**src/rtl/demuxf7_q2_pkg.sv**
```systemverilog
// Shared constants for the demuxf7_q2 stream demultiplexer.
package demuxf7_pkg;

  // Depth of each per-output queue.
  localparam int Q_DEPTH = 2;

  // Route encodings: which output queue a beat is steered to.
  localparam logic ROUTE_O0 = 1'b0;
  localparam logic ROUTE_O1 = 1'b1;

endpackage

```
**src/rtl/demuxf7_q2_demux_q2.sv**
```systemverilog
// Two-entry FIFO with head output, used once per output stream.
// Head and tail are held in two explicit registers so the head is
// always directly visible without a read-pointer mux.
module demux_q2 import demuxf7_pkg::*; #(
  parameter int WIDTH = 1
) (
  input  logic             i_clk,
  input  logic             i_clr_n,
  input  logic             i_push,
  input  logic             i_pop,
  input  logic [WIDTH-1:0] i_data,
  output logic [WIDTH-1:0] o_head,
  output logic [1:0]       o_count,
  output logic             o_valid
);

  localparam logic [1:0] CNT_MAX = 2'(Q_DEPTH);

  logic [WIDTH-1:0] r_head;
  logic [WIDTH-1:0] r_tail;
  logic [1:0]       r_count;
  logic             w_pop;
  logic             w_push;

  // Qualify requests: never pop an empty queue, never overfill a full one.
  always_comb begin
    w_pop  = i_pop && (r_count != 2'd0);
    w_push = i_push && ((r_count < CNT_MAX) || w_pop);
  end

  // Queue storage and occupancy update.
  always_ff @(posedge i_clk or negedge i_clr_n) begin
    if (!i_clr_n) begin
      r_head  <= '0;
      r_tail  <= '0;
      r_count <= 2'd0;
    end else begin
      unique case ({w_push, w_pop})
        2'b10: begin
          if (r_count == 2'd0) r_head <= i_data;
          else                 r_tail <= i_data;
          r_count <= r_count + 2'd1;
        end
        2'b01: begin
          r_head  <= r_tail;
          r_count <= r_count - 2'd1;
        end
        2'b11: begin
          // Occupancy unchanged; the incoming beat fills the slot just vacated.
          if (r_count == 2'd1) begin
            r_head <= i_data;
          end else begin
            r_head <= r_tail;
            r_tail <= i_data;
          end
        end
        default: ;
      endcase
    end
  end

  assign o_head  = r_head;
  assign o_count = r_count;
  assign o_valid = (r_count != 2'd0);

endmodule

```
**src/rtl/demuxf7_q2.sv**
```systemverilog
// Registered 1-to-2 stream demultiplexer. Each output owns a 2-entry
// queue; the top level only picks the route, produces IREADY and keeps
// the AUTO-mode alternating phase.
module demuxf7_q2 import demuxf7_pkg::*; #(
  parameter int   WIDTH      = 1,
  parameter logic INIT_PHASE = 1'b0
) (
  input  logic             C,
  input  logic             CLR_N,
  input  logic [WIDTH-1:0] I,
  input  logic             S,
  input  logic             AUTO,
  input  logic             IVALID,
  output logic             IREADY,
  output logic [WIDTH-1:0] O0,
  output logic [WIDTH-1:0] O1,
  output logic             O0VALID,
  output logic             O1VALID,
  input  logic             O0READY,
  input  logic             O1READY,
  output logic             PHASE
);

  localparam logic [1:0] CNT_MAX = 2'(Q_DEPTH);

  logic       r_phase;
  logic       w_route;
  logic [1:0] w_count0;
  logic [1:0] w_count1;
  logic [1:0] w_count_sel;
  logic       w_accept;
  logic       w_push0;
  logic       w_push1;
  logic       w_pop0;
  logic       w_pop1;

  // Route selection and ready: ready depends only on the selected queue's
  // registered occupancy, never on IVALID or the consumers' ready.
  always_comb begin
    w_route     = AUTO ? r_phase : S;
    w_count_sel = (w_route == ROUTE_O1) ? w_count1 : w_count0;
    IREADY      = CLR_N && (w_count_sel < CNT_MAX);
    w_accept    = IVALID && IREADY;
    w_push0     = w_accept && (w_route == ROUTE_O0);
    w_push1     = w_accept && (w_route == ROUTE_O1);
    w_pop0      = O0VALID && O0READY;
    w_pop1      = O1VALID && O1READY;
  end

  // AUTO-mode phase advances once per accepted beat; AUTO=0 freezes it.
  always_ff @(posedge C or negedge CLR_N) begin
    if (!CLR_N) begin
      r_phase <= INIT_PHASE;
    end else if (w_accept && AUTO) begin
      r_phase <= ~r_phase;
    end
  end

  assign PHASE = r_phase;

  demux_q2 #(.WIDTH(WIDTH)) u_q0 (
    .i_clk   (C),
    .i_clr_n (CLR_N),
    .i_push  (w_push0),
    .i_pop   (w_pop0),
    .i_data  (I),
    .o_head  (O0),
    .o_count (w_count0),
    .o_valid (O0VALID)
  );

  demux_q2 #(.WIDTH(WIDTH)) u_q1 (
    .i_clk   (C),
    .i_clr_n (CLR_N),
    .i_push  (w_push1),
    .i_pop   (w_pop1),
    .i_data  (I),
    .o_head  (O1),
    .o_count (w_count1),
    .o_valid (O1VALID)
  );

endmodule

```
**config.mk**
```make
export PLATFORM = sky130hd
export DESIGN_NAME = demuxf7_q2
export DESIGN_NICKNAME = d
export VERILOG_FILES = /design/src/rtl/demuxf7_q2_pkg.sv /design/src/rtl/demuxf7_q2_demux_q2.sv /design/src/rtl/demuxf7_q2.sv
export SDC_FILE = /design/constraint.sdc
export NUM_CORES = 1
export LEC_CHECK = 0
export BUFFER_PORTS_ARGS = -buffer_cell sky130_fd_sc_hd__buf_2
export CORE_MARGIN = 3
export CORE_UTILIZATION = 44
export CTS_CLUSTER_SIZE = 24
export DETAILED_ROUTE_END_ITERATION = 12
export PLACE_DENSITY = 0.65
export SLEW_MARGIN = 25
export SYNTH_ARGS = -nofsm -noshare
export SYNTH_HDL_FRONTEND = slang
export SYNTH_HIERARCHICAL = 1
export SYNTH_SLANG_ARGS = --single-unit
export TNS_END_PERCENT = 20
```
**constraint.sdc**
```tcl
create_clock -name C -period 3.9 [get_ports C]
set_input_delay 0.39 -clock C [delete_from_list [all_inputs] [get_ports C]]
set_output_delay 0.39 -clock C [all_outputs]
set_load 0.02 [all_outputs]
```
==> flow_metrics.py <==
metrics = {
    "sta": {
        "period_needed_ns": 2.40,
        "fin_setup_tns_ns": 0,
        "fin_crit_sh_pct": 61.5,
        "maxSlewHeadroom_pct": 79.1,
        "rsz0062_at_grt": "no",
        "drv_slew": 0,
        "timing_hold_violations_final": 0,
        "fmax_mhz": 417,
        "finalSetupViolations": 0,
        "tightest_slew_ns": 0.311,
        "timing.clock.skew_ns": 0.000566,
    },
    "detailed_routing": {
        "post-route-drc-count": 0,
        "final_antenna_net_count": 0,
        "num_vias": 608,
        "post_drt_via_cell_ratio": 5.29,
        "post_drt_wl_per_cell_um": 11.8,
        "routed_wl_mm": 1.36,
        "drtIter0Drc": 7,
        "drt_pass1_iterations": 2,
    },
    "floorplan": {
        "initial_core_util_pct": 48.4,
        "core_area_um2": 1580,
        "num_rows": 14,
        "dieArea_um2": 2270,
        "die_y_um": 47.7,
        "die_w_um": 47.7,
        "io_pins": 14,
    },
    "worst_setup_path": {
        "cp.arrival_ns": 2.54,
        "worstSetupStartpointType": "input pin",
        "crit_fanout": 14,
        "crit_path_end_kind": "flip-flop",
        "path_class": "input pin to flip-flop",
        "required_ns": 4.04,
        "reg2reg_slack_ns": 1.61,
    },
    "clocking": {
        "cts_tree": "yes",
        "htree_levels": 1,
        "cts_root_buffer": "clkbuf_4",
        "clockBufferDepth": 2,
        "cts_buffers": 3,
        "insertion_delay_ns": 0.26,
        "clock-sinks": 9,
        "cts.reportedPaths.clkPinSlew_ns": 0.06,
        "cts_setup_buffers": 0,
    },
    "placed_design": {
        "dp.cells": 110,
        "finalWeightedCongestion": 0.724,
        "numPortBuffers": 13,
        "dp_hpwl_mm": 1.09,
    },
    "power": {
        "total_power_uw": 588,
        "peakVddDrop_mv": 0.339,
        "p_per_area_nw_per_um2": 665,
        "p_leak_nw": 0.465,
    },
    "min_path": {
        "hold_path_class": "input pin to flip-flop",
    },
    "cells_and_area": {
        "layout_common_cells": "buf_2, ha_1, inv_1",
        "nNetsFinal": 120,
        "fillers": 144,
        "final_cells": 115,
        "final_common_cell": "buf_2",
        "drive_above_1_share_pct": 19.2,
        "synthToLayoutAreaGrowth_pct": 15.9,
        "num_antenna_cells": 0,
    },
    "flow_run": {
        "maxCapViolCount": 0,
    },
    "global_route": {
        "grt_usage_pct": 13.9,
        "grt_antenna_before_repair": 0,
        "grt_pass1_wl_mm": 2.18,
        "grt-ovfl-total": 0,
        "grt_max_degree": 15,
        "grt_pass1_vias": 533,
    },
    "synth": {
        "ys_ff_latch": 9,
        "syn_inst": 81,
        "synth_warnings": 6,
        "syn_avg_cell_area_um2": 9.42,
        "synth-seq-area-share_pct": 29.5,
        "syn_nets": 101,
        "syn-cell-area_um2": 763,
        "synthDistinctLibCells": 23,
    },
    "run_status": {
        "outcome": "completed",
    },
}
[report_power, final]
group | total (mW) | leakage [nW] | internal, mW | switching (mW)
logic | 0.341 | 0.337 | 0.158 | 0.183
registers | 0.176 | 0.113 | 0.137 | 0.0392
clock network | 0.0719 | 0.0150 | 0.0394 | 0.0324
[cell usage after synthesis, drive strengths merged]
cell type  count  area, um^2
nor3b          1        12.5
inv           10        37.5
dfrtp          9         225
nand2          9        33.8
nor2b          4        25.0
a31oi          2        12.5
nand4b         2        17.5
mux2           2        22.5
o21ai          4        20.0
o211ai         2        15.0
o2bb2ai        1        8.76
mux2i          2        20.0
a22oi          2        15.0
ha            12         150
and2           4        25.0
a21o           2        15.0
and3b          2        17.5
o221ai         2        17.5
nand2b         4        40.0
nor3           3        15.0
xnor2          2        17.5
[registers in the layout (all words and copies together), names as in the netlist]
signal	flops
PHASE	1
u_q1/r_tail	1
u_q0/o_count	2
u_q1/o_count	2
u_q0/o_head	1
u_q0/r_tail	1
u_q1/o_head	1
[routing by layer]
layer	part of all wire, %	vias to the layer above	track usage [%]
met5	0	-	0
met1	49	275	18.3
li1	-	318	-
met2	43	13	19.8
met4	0.88	0	6.45
met3	6.3	2	5.64
[worst max-delay path, cell delays in order]
cell and delay, ns:
dlygate4sd3_1 0.52, buf_2 0.28, nand2_1 0.13, nor3_1 0.27, and2_1 0.21, ha_1 0.21
a22oi_1 0.10, o21ai_1 0.09, mux2_1 0.34
[timing repair]
action	CTS	global route
endpoints found under the hold margin	7	0
hold buffers	1	0
resized for setup	0	0
setup endpoints to repair	0	0
[cell families (layout without fill, tap and decap cells)]
family,after synthesis,after routing,synth area share (%)
mux,4,4,5.57
xor+xnor,2,2,2.30
simple gates,29,29,24.4
flops,9,9,29.5
compound gates,15,15,13.6
buf+inv,10,28,4.92
fa+ha+maj,12,12,19.7
[through the flow]
step	util [%]	hold WS (ns)	area [um^2]	setup slack (ns)
floorplan	-	0.0944	763	1.71
global placement	53.8	0.285	848	1.69
detailed placement	53.8	0.287	848	1.63
CTS	56.1	0.399	885	1.48
global route	56.1	0.410	885	1.34
finish	56.1	0.406	885	1.50
[final timing paths]
check                                   end       startpoint  cells after the start
worst max-delay path            u_q1/r_tail            CLR_N                      9
worst min-delay path            u_q0/r_tail                I                      2
worst max register to register  u_q1/r_tail  u_q1/o_count[1]                     11
worst min register to register  u_q0/r_tail      u_q0/r_tail                      1
max in group asynchronous             PHASE            CLR_N                      2
min in group asynchronous       u_q1/o_head            CLR_N                      2
[cell type report]
| type | count | area [um^2] | share of cell area [%] |
|---|---|---|---|
| Sequential cell | 9 | 225 | 25.5 |
| Clock buffer | 4 | 26.3 | 2.97 |
| Inverter | 10 | 37.5 | 4.24 |
| Tap cell | 16 | 20.0 | 2.26 |
| Timing Repair Buffer | 14 | 75.1 | 8.49 |
| Multi-Input combinational cell | 62 | 500 | 56.6 |
No activity file was read; power rests on OpenSTA's default activity.
